`config.mk`:
```
export PLATFORM = sky130hd
export DESIGN_NAME = if_id_buffer
export DESIGN_NICKNAME = d
export VERILOG_FILES = /design/src/rtl/if_id_buffer.sv
export SDC_FILE = /design/constraint.sdc
export NUM_CORES = 1
export LEC_CHECK = 0
export CORE_ASPECT_RATIO = 1.25
export CORE_UTILIZATION = 29
export DETAILED_ROUTE_END_ITERATION = 10
export DONT_BUFFER_PORTS = 1
export PLACE_DENSITY = 0.4
export REMOVE_ABC_BUFFERS = 1
export SETUP_SLACK_MARGIN = 0.02
export SKIP_LAST_GASP = 1
export SYNTH_ARGS = -nofsm -noshare
export SYNTH_HDL_FRONTEND = slang
export SYNTH_SLANG_ARGS = --single-unit
```
`constraint.sdc`:
```
create_clock -name clk -period 8 [get_ports clk]
set_input_delay 2.4 -clock clk [delete_from_list [all_inputs] [get_ports clk]]
set_output_delay 2.4 -clock clk [all_outputs]
set_load 0.02 [all_outputs]
```
`src/rtl/if_id_buffer.sv`:
```
// IF/ID pipeline buffer: a DEPTH-entry circular FIFO between fetch and decode with freeze and flush.
// Define IF_ID_BUF_STATS_EN to add the stallCount/flushCount statistics outputs. DEPTH must be a power of two (2..8).
module if_id_buffer #(
  parameter int DEPTH = 2
) (
  input  logic        clk,
  input  logic        rst,
  input  logic        flush,
  input  logic [31:0] inPC,
  input  logic [31:0] inInstruction,
  output logic        fetchFreeze,
  input  logic        idStall,
  output logic        outValid,
  output logic [31:0] outPC,
  output logic [31:0] outInstruction
`ifdef IF_ID_BUF_STATS_EN
  ,
  output logic [31:0] stallCount,
  output logic [31:0] flushCount
`endif
);
  localparam int PW = $clog2(DEPTH);
  localparam int CW = $clog2(DEPTH + 1);

  typedef struct packed {
    logic [31:0] pc;
    logic [31:0] instr;
  } entry_t;

  entry_t        mem [DEPTH];
  entry_t        head;
  logic [PW-1:0] wptr, rptr;
  logic [CW-1:0] count;
  logic          push, pop;

  // Freeze and valid come straight from the count register, so fetch sees no input-to-output path.
  assign fetchFreeze    = (count == CW'(DEPTH));
  assign outValid       = (count != '0);
  assign push           = ~fetchFreeze & ~flush;
  assign pop            = outValid & ~idStall & ~flush;
  assign head           = mem[rptr];
  assign outPC          = outValid ? head.pc    : 32'h0;
  assign outInstruction = outValid ? head.instr : 32'h0;

  always_ff @(posedge clk) begin
    if (rst || flush) begin
      wptr  <= '0;
      rptr  <= '0;
      count <= '0;
    end else begin
      // DEPTH is a power of two, so the natural pointer overflow is the DEPTH-1 -> 0 wrap.
      if (push) wptr <= wptr + 1'b1;
      if (pop)  rptr <= rptr + 1'b1;
      if (push && !pop)      count <= count + 1'b1;
      else if (pop && !push) count <= count - 1'b1;
    end
  end

  // Storage is never cleared; stale contents are masked by outValid.
  always_ff @(posedge clk) begin
    if (push) mem[wptr] <= {inPC, inInstruction};
  end

`ifdef IF_ID_BUF_STATS_EN
  always_ff @(posedge clk) begin
    if (rst) begin
      stallCount <= '0;
      flushCount <= '0;
    end else begin
      if (fetchFreeze && !flush) stallCount <= stallCount + 32'd1;
      if (flush)                 flushCount <= flushCount + 32'd1;
    end
  end
`endif

endmodule

```
=== Word-level counts from Yosys, hierarchy flattened ===
Memories as Yosys holds them, arrays and structs flattened. A register that Yosys moved wholly into a read port is not among the register bits.
Index checks and enable logic that the tools add are counted.

* Add/subtract/negate cells: 4
* Eq/ne operators: 1
* Muxes and demuxes: 8
* Bitwise gates (word level): 6
* Reductions and logical operators: 7

{| class="wikitable"
|+ Operators with widths
! cell !! number
|-
| $mux 32 || 2
|-
| $mux 1 || 4
|-
| $mux 2 || 2
|-
| $reduce_bool 2->1 || 2
|-
| $and 1x1->1 || 3
|-
| $not 1->1 || 3
|-
| $add 1x1->1 const B || 2
|-
| $add 2x1->2 const B || 1
|-
| $eq 2x2->1 const B || 1
|-
| $logic_and 1x1->1 || 2
|-
| $logic_not 1->1 || 2
|-
| $sub 2x1->2 const B || 1
|-
| $logic_or 1x1->1 || 1
|}

* Bits in registers: 4
* Memory bits (writable): 128
* Input port bits: 68
* Output and inout port bits: 66
* Logic and storage cells: 30
* Memories kept: 1

{| class="wikitable"
|+ Memory list
! name !! words !! bits a word !! rd ports !! clocked after Yosys merged registers in !! write ports !! RTL line !! RTL
|-
| mem || 2 || 64 || 1 || 1 || 1 || 30 || <nowiki>entry_t mem [DEPTH];</nowiki>
|}

=== Logic depth before layout (Yosys ltp) ===
Gate-level depths: netlist of run 1.

* Word-level depth: 7
* Depth in mapped cells: 6
* Mapped depth without buffers: 6

=== Worst setup path after synthesis of run 1 ===
No wires, ideal clock.

* Path kind: input port to flip-flop
* Start: input flush
* End: memory mem[0][0] in the netlist's numbering, enable pin
* Arrival: 6796 ps
* Slack: 640 ps
* Stages on the path: 1
* Buffers on the path: 0
* Cells stage by stage: nor3_1

* Longest elaborated chain between the ends: 4

{| class="wikitable"
|+ Ends and longest elaborated chain
! element !! RTL line !! RTL
|-
| start, declared || 8 || <nowiki>input logic flush,</nowiki>
|-
| $not 1->1 || 39 || <nowiki>assign push = ~fetchFreeze & ~flush;</nowiki>
|-
| $and 1x1->1 || 39 ||
|-
| $mux 1 || 61 || <nowiki>if (push) mem[wptr] <= {inPC, inInstruction};</nowiki>
|-
| $mux 1 (implied by the code) || 61 ||
|-
| end, declared || 30 ||
|}

No other way between the ends.

==> flow_summary.yaml, run 1 <==
outcome:
  status: "completed"
timing:
  setup_viol: 0
  slew_headroom: 0.232
  rsz0062_at_grt: "false"
  clock_skew_ns: 0.00834
  final.period_utilization: 0.581
  finalHoldViolCount: 0
  drv_slew: 0
  min_period_ns: 4.65
  fin_setup_tns_ns: 0
  fmax_ghz: 0.215
  tightest_slew_ns: 1.15
route:
  routed-via-count: 2388
  wire_per_inst_um: 18.2
  post-route-drc-count: 0
  drt_iter0_markers: 79
  drt_first_pass_iters: 4
  routed_wl_um: 9720
  via_per_inst: 4.47
  detail-route-antenna-nets: 0
setup_path:
  cpPeakStageDelay_ns: 0.87
  worstSetupPathType: "register to primary output"
  cp_slowest_cell: "buf_4"
  worstSetupEndpointType: "primary output"
  crit_chain: "buf_4 > mux2i_1 > nor2_1"
  critical_path.top_delay_family: "buffers and inverters"
  critPathArrivalTime_ns: 2.25
  worstSetupStartpointType: "register"
  required_ns: 5.60
  cp_num_buf_inv: 1
  critPathMaxFanout: 64
clock_network:
  cts.clk_slew.worst_paths_ns: 0.05
  cts_tree: "built"
  post-cts-setup-buffers: 0
  hold_buffers: 0
  post_cts_resize_count: 0
  root_buffer: "clkbuf_16"
  cts_sinks: 133
  numCtsBuffers: 17
  clkLatencyLatePin_ns: 0.41
  htreeDepth: 4
  cts_buffer_depth: 2
job:
  maxCapViolations: 0
pwr:
  p_switching_mw: 0.356
  power_density_mw_per_mm2: 282
  power_leakage_nw: 1.80
  p_clk_frac: 0.432
  intPower_mw: 1.28
  p_seq_frac: 0.500
  irDropWorstVdd_v: 0.000133
  total_power_mw: 1.64
  switching_share: 0.218
  combPwrFrac: 0.069
final_layout:
  post-route-util: 0.343
  final_nets: 373
  mostFrequentLayoutCells: "edfxtp_1, nor2_1, mux2i_1, clkbuf_16"
  layout_commonest_cell: "edfxtp_1"
  area_growth_pct: 15.0
  antenna_cells: 0
  drive_above_1_share: 0.0924
  fin_area_sq_mm: 0.00580
global_routing:
  gr-usage-met3: 0.0499
  use_met2: 0.182
  gr-max-usage-layer: "met2"
  track_usage: 0.113
  use_met1: 0.121
  grt_pass1_wl_um: 14300
  antenna_found_initial: 0
  grt_pass1_vias: 2432
  grt_max_degree: 65
  grt_overflow: 0
synth:
  synth-seq-cells: 133
  yosysWarningCount: 0
  synth_cells: 296
  yosysUniqueCellTypes: 17
  seq_area_frac_synth: 0.782
  syn_area_sq_mm: 0.00505
  syn_area_per_cell_sq_um: 17.0
floorplanning:
  row_count: 53
  start_util: 0.298
  core_sq_mm: 0.0169
  io_pins: 134
  die_h_um: 149
  die_x_um: 120
  die_area_sq_mm: 0.0179
placement:
  placement.cell_area_sq_mm: 0.00527
  port_buffers: 0
  gp_congestion: 0.663
min_path:
  hp-class: "register to register"
==> power by group through the flow <==
stage | logic (mW) | clock network [mW] | registers (mW)
after floorplan | 0.0881 | 0 | 0.836
after global placement | 0.116 | 0 | 0.831
after detailed placement | 0.117 | 0 | 0.832
after CTS | 0.117 | 0.730 | 0.818
after global routing | 0.123 | 0.757 | 0.821
final | 0.112 | 0.706 | 0.818
==> path summary, 6_finish.rpt <==
check | from | end | slack, ns | cells after the start
worst max-delay path | register | outPC[27] | 3.35 | 3
worst max register to register | count[0] | count[1] | 5.45 | 6
worst min-delay path | rptr | register | 0.50 | 2
worst min register to register | rptr | register | 0.50 | 2
==> synth_stat cells <==
| cell type | number | area (sq um) |
|---|---|---|
| buf_4 | 7 | 52.6 |
| or3_1 | 3 | 18.8 |
| buf_2 | 6 | 30.0 |
| and2_1 | 1 | 6.26 |
| edfxtp_1 | 128 | 3840 |
| nor2b_1 | 1 | 6.26 |
| buf_1 | 1 | 3.75 |
| nor3_1 | 3 | 15.0 |
| nor2_1 | 66 | 248 |
| a21boi_1 | 3 | 22.5 |
| mux2i_1 | 64 | 641 |
| ha_1 | 1 | 12.5 |
| xor2_1 | 3 | 26.3 |
| o21ai_0 | 2 | 10.0 |
| nor2_2 | 1 | 6.26 |
| dfxtp_1 | 5 | 100 |
| inv_1 | 1 | 3.75 |
==> cell type report <==
| class | instances | area [sq um] |
|---|---|---|
| clock inverters | 8 | 86.3 |
| multi-input cells | 148 | 1020 |
| flip-flops and latches | 133 | 3950 |
| inverters | 1 | 3.75 |
| repair buffers | 3 | 22.5 |
| fillers | 1646 | 11100 |
| well taps | 220 | 275 |
| clock buffers | 21 | 440 |
==> state kept, by name (all words and copies together) (netlist names), named ones only <==
name and count:
rptr 1, count 2, wptr 1, mem 128
==> worst register-to-register path: stages, from the launching register on <==
cell and delay [ns]:
dfxtp_1 0.36, nor2_4 0.63, buf_4 0.52, or3_1 0.20
ha_1 0.26, or3_1 0.36, a21boi_1 0.14
==> per-layer routing <==
metal  wire [um]  vias up
met5           0        -
met4         190        0
met3         739       13
met2        5090       79
met1        3700     1185
li1            -     1111
==> cell families after synthesis <==
group           Yosys count  share of synthesized area
simple gates             75                     0.0595
xor+xnor                  3                    0.00521
mux                      64                      0.127
compound gates            5                    0.00645
fa+ha+maj                 1                    0.00248
buf+inv                  15                     0.0179
flops                   133                      0.782
==> stage by stage <==
step | setup WS (ns) | cells | hold slack (ns)
after detailed placement | 3.70 | 505 | 0.495
after CTS | 3.25 | 534 | 0.508
final | 3.35 | 534 | 0.503
after global routing | 3.18 | 534 | 0.563
after floorplan | 0.640 | 282 | 0.477
after global placement | 3.69 | 505 | 0.485
Note: power is estimated with default switching activity, not from simulation.
==> run 2: changes to the inputs <==
clock period = 4.7 ns   (was 8 ns; I/O delays follow)
==> flow_summary.yaml, run 2 (same netlist as run 1, synthesis figures left out) <==
min_path:
  min_path_cells: 2
  hp-class: "register to register"
setup_path:
  cp_num_buf_inv: 1
  crit_cells: 3
  crit_chain: "nor2_4 > buf_4 > nor2_1"
  crit_start: "count[0]"
  critPathArrivalTime_ns: 2.19
  worstSetupPathType: "register to primary output"
  worstSetupStartpointType: "register"
  cp_slowest_cell: "nor2_4"
  required_ns: 3.29
  rr_endpoint: "count[1]"
  crit_end: "outInstruction[31]"
  reg2reg_from: "count[0]"
  cpPeakStageDelay_ns: 0.71
  r2r_cells: 5
  critPathMaxFanout: 39
  worstSetupEndpointType: "primary output"
  critical_path.top_delay_family: "simple AND/OR/NAND/NOR gates"
  r2r_slack_ns: 2.57
clock_network:
  clkLatencyLatePin_ns: 0.41
  cts_tree: "built"
  cts_buffer_depth: 2
  post-cts-setup-buffers: 0
  post_cts_resize_count: 0
  numCtsBuffers: 17
  htreeDepth: 4
  hold_buffers: 0
  root_buffer: "clkbuf_16"
  cts_sinks: 133
  cts.clk_slew.worst_paths_ns: 0.06
route:
  drt_iter0_markers: 108
  drt_first_pass_iters: 4
  post-route-drc-count: 0
  routed-via-count: 2388
  routed_wl_um: 9590
  via_per_inst: 4.44
  wire_per_inst_um: 17.8
  detail-route-antenna-nets: 0
floorplanning:
  io_pins: 134
  die_area_sq_mm: 0.0179
  core_sq_mm: 0.0169
  die_h_um: 149
  die_x_um: 120
  start_util: 0.298
  row_count: 53
timing:
  fin_setup_tns_ns: 0
  finalHoldViolCount: 0
  fmax_ghz: 0.278
  min_period_ns: 3.60
  rsz0062_at_grt: "false"
  setup_viol: 0
  tightest_slew_ns: 0.951
  final.period_utilization: 0.765
  slew_headroom: 0.366
  drv_slew: 0
  clock_skew_ns: 0.00696
placement:
  dp_cells: 506
  gp_congestion: 0.673
  hpwlAfterDp_um: 5890
  port_buffers: 0
final_layout:
  nFillCells: 1619
  antenna_cells: 0
  layout_commonest_cell: "edfxtp_1"
  regMostFlops: "mem"
  fin_cells: 538
  drive_above_1_share: 0.119
  top_regs: "mem (128), count (2)"
  area_growth_pct: 16.6
  final_nets: 374
  largest_reg_flops: 128
  mostFrequentLayoutCells: "edfxtp_1, nor2_1, mux2i_1, clkbuf_16, clkinvlp_4"
global_routing:
  grt_pass1_vias: 2544
  antenna_found_initial: 0
  track_usage: 0.113
  grt_overflow: 0
  grt_max_degree: 65
  grt_pass1_wl_um: 14200
pwr:
  irDropWorstVdd_v: 0.000189
  total_power_mw: 2.89
  power_leakage_nw: 1.83
  power_density_mw_per_mm2: 492
job:
  maxCapViolations: 0
outcome:
  status: "completed"
==> run 2: cell types whose count changed in the layout (fill, tap and decap cells not counted) <==
cell,before,now
clkinv_2,3,4
clkbuf_1,4,0
clkinv_1,3,2
bufinv_16,2,3
buf_12,0,1
clkinv_4,0,1
clkinvlp_4,0,5
==> run 2: area by class of cell <==
cell class | count | area (sq um) | area share
clock inverter | 15 | 164 | 0.0279
tap | 220 | 275 | 0.0468
clock buffer | 17 | 425 | 0.0723
timing repair buffer | 4 | 42.5 | 0.00723
multi-input combinational | 148 | 1020 | 0.174
inverter | 1 | 3.75 | 0.000638
sequential | 133 | 3950 | 0.671
==> run 2: how the worst min path moves through the flow <==
stage / end / slack [ns] / startpoint
CTS: rptr / 0.53 / rptr
detailed placement: register / 0.51 / rptr
global placement: rptr / 0.49 / rptr
floorplan: count[1] / 0.48 / count[1]
finish: rptr / 0.52 / rptr
global route: rptr / 0.57 / rptr
==> run 2: per-stage QoR <==
stage	hold WS [ns]	setup slack [ns]	cell area, sq um	util
2_1_floorplan	0.477	-1.67	4960	-
3_3_place_gp	0.490	1.50	5290	0.313
3_5_place_dp	0.514	1.48	5290	0.313
4_1_cts	0.526	1.03	5880	0.348
5_1_grt	0.567	0.921	5880	0.348
6_report	0.519	1.10	5880	0.348
==> run 2: metal layers <==
layer | up-vias | part of all wire | GRT usage
met2 | 79 | 0.54 | 0.198
met5 | - | 0 | 0
met4 | 0 | 0.024 | 0.0713
met1 | 1177 | 0.36 | 0.108
met3 | 15 | 0.074 | 0.0476
li1 | 1117 | - | -
==> run 2: worst min-delay path: stages (launching register included) <==
cell and delay (ns):
dfxtp_1 0.30, o21ai_0 0.10, a21boi_1 0.07
==> run 2: power breakdown <==
group	switching, mW	internal, mW	leakage [nW]
Sequential	0.0177	1.38	1.24
Combinational	0.148	0.0412	0.314
Clock	0.486	0.825	0.276
Total	0.652	2.24	1.83
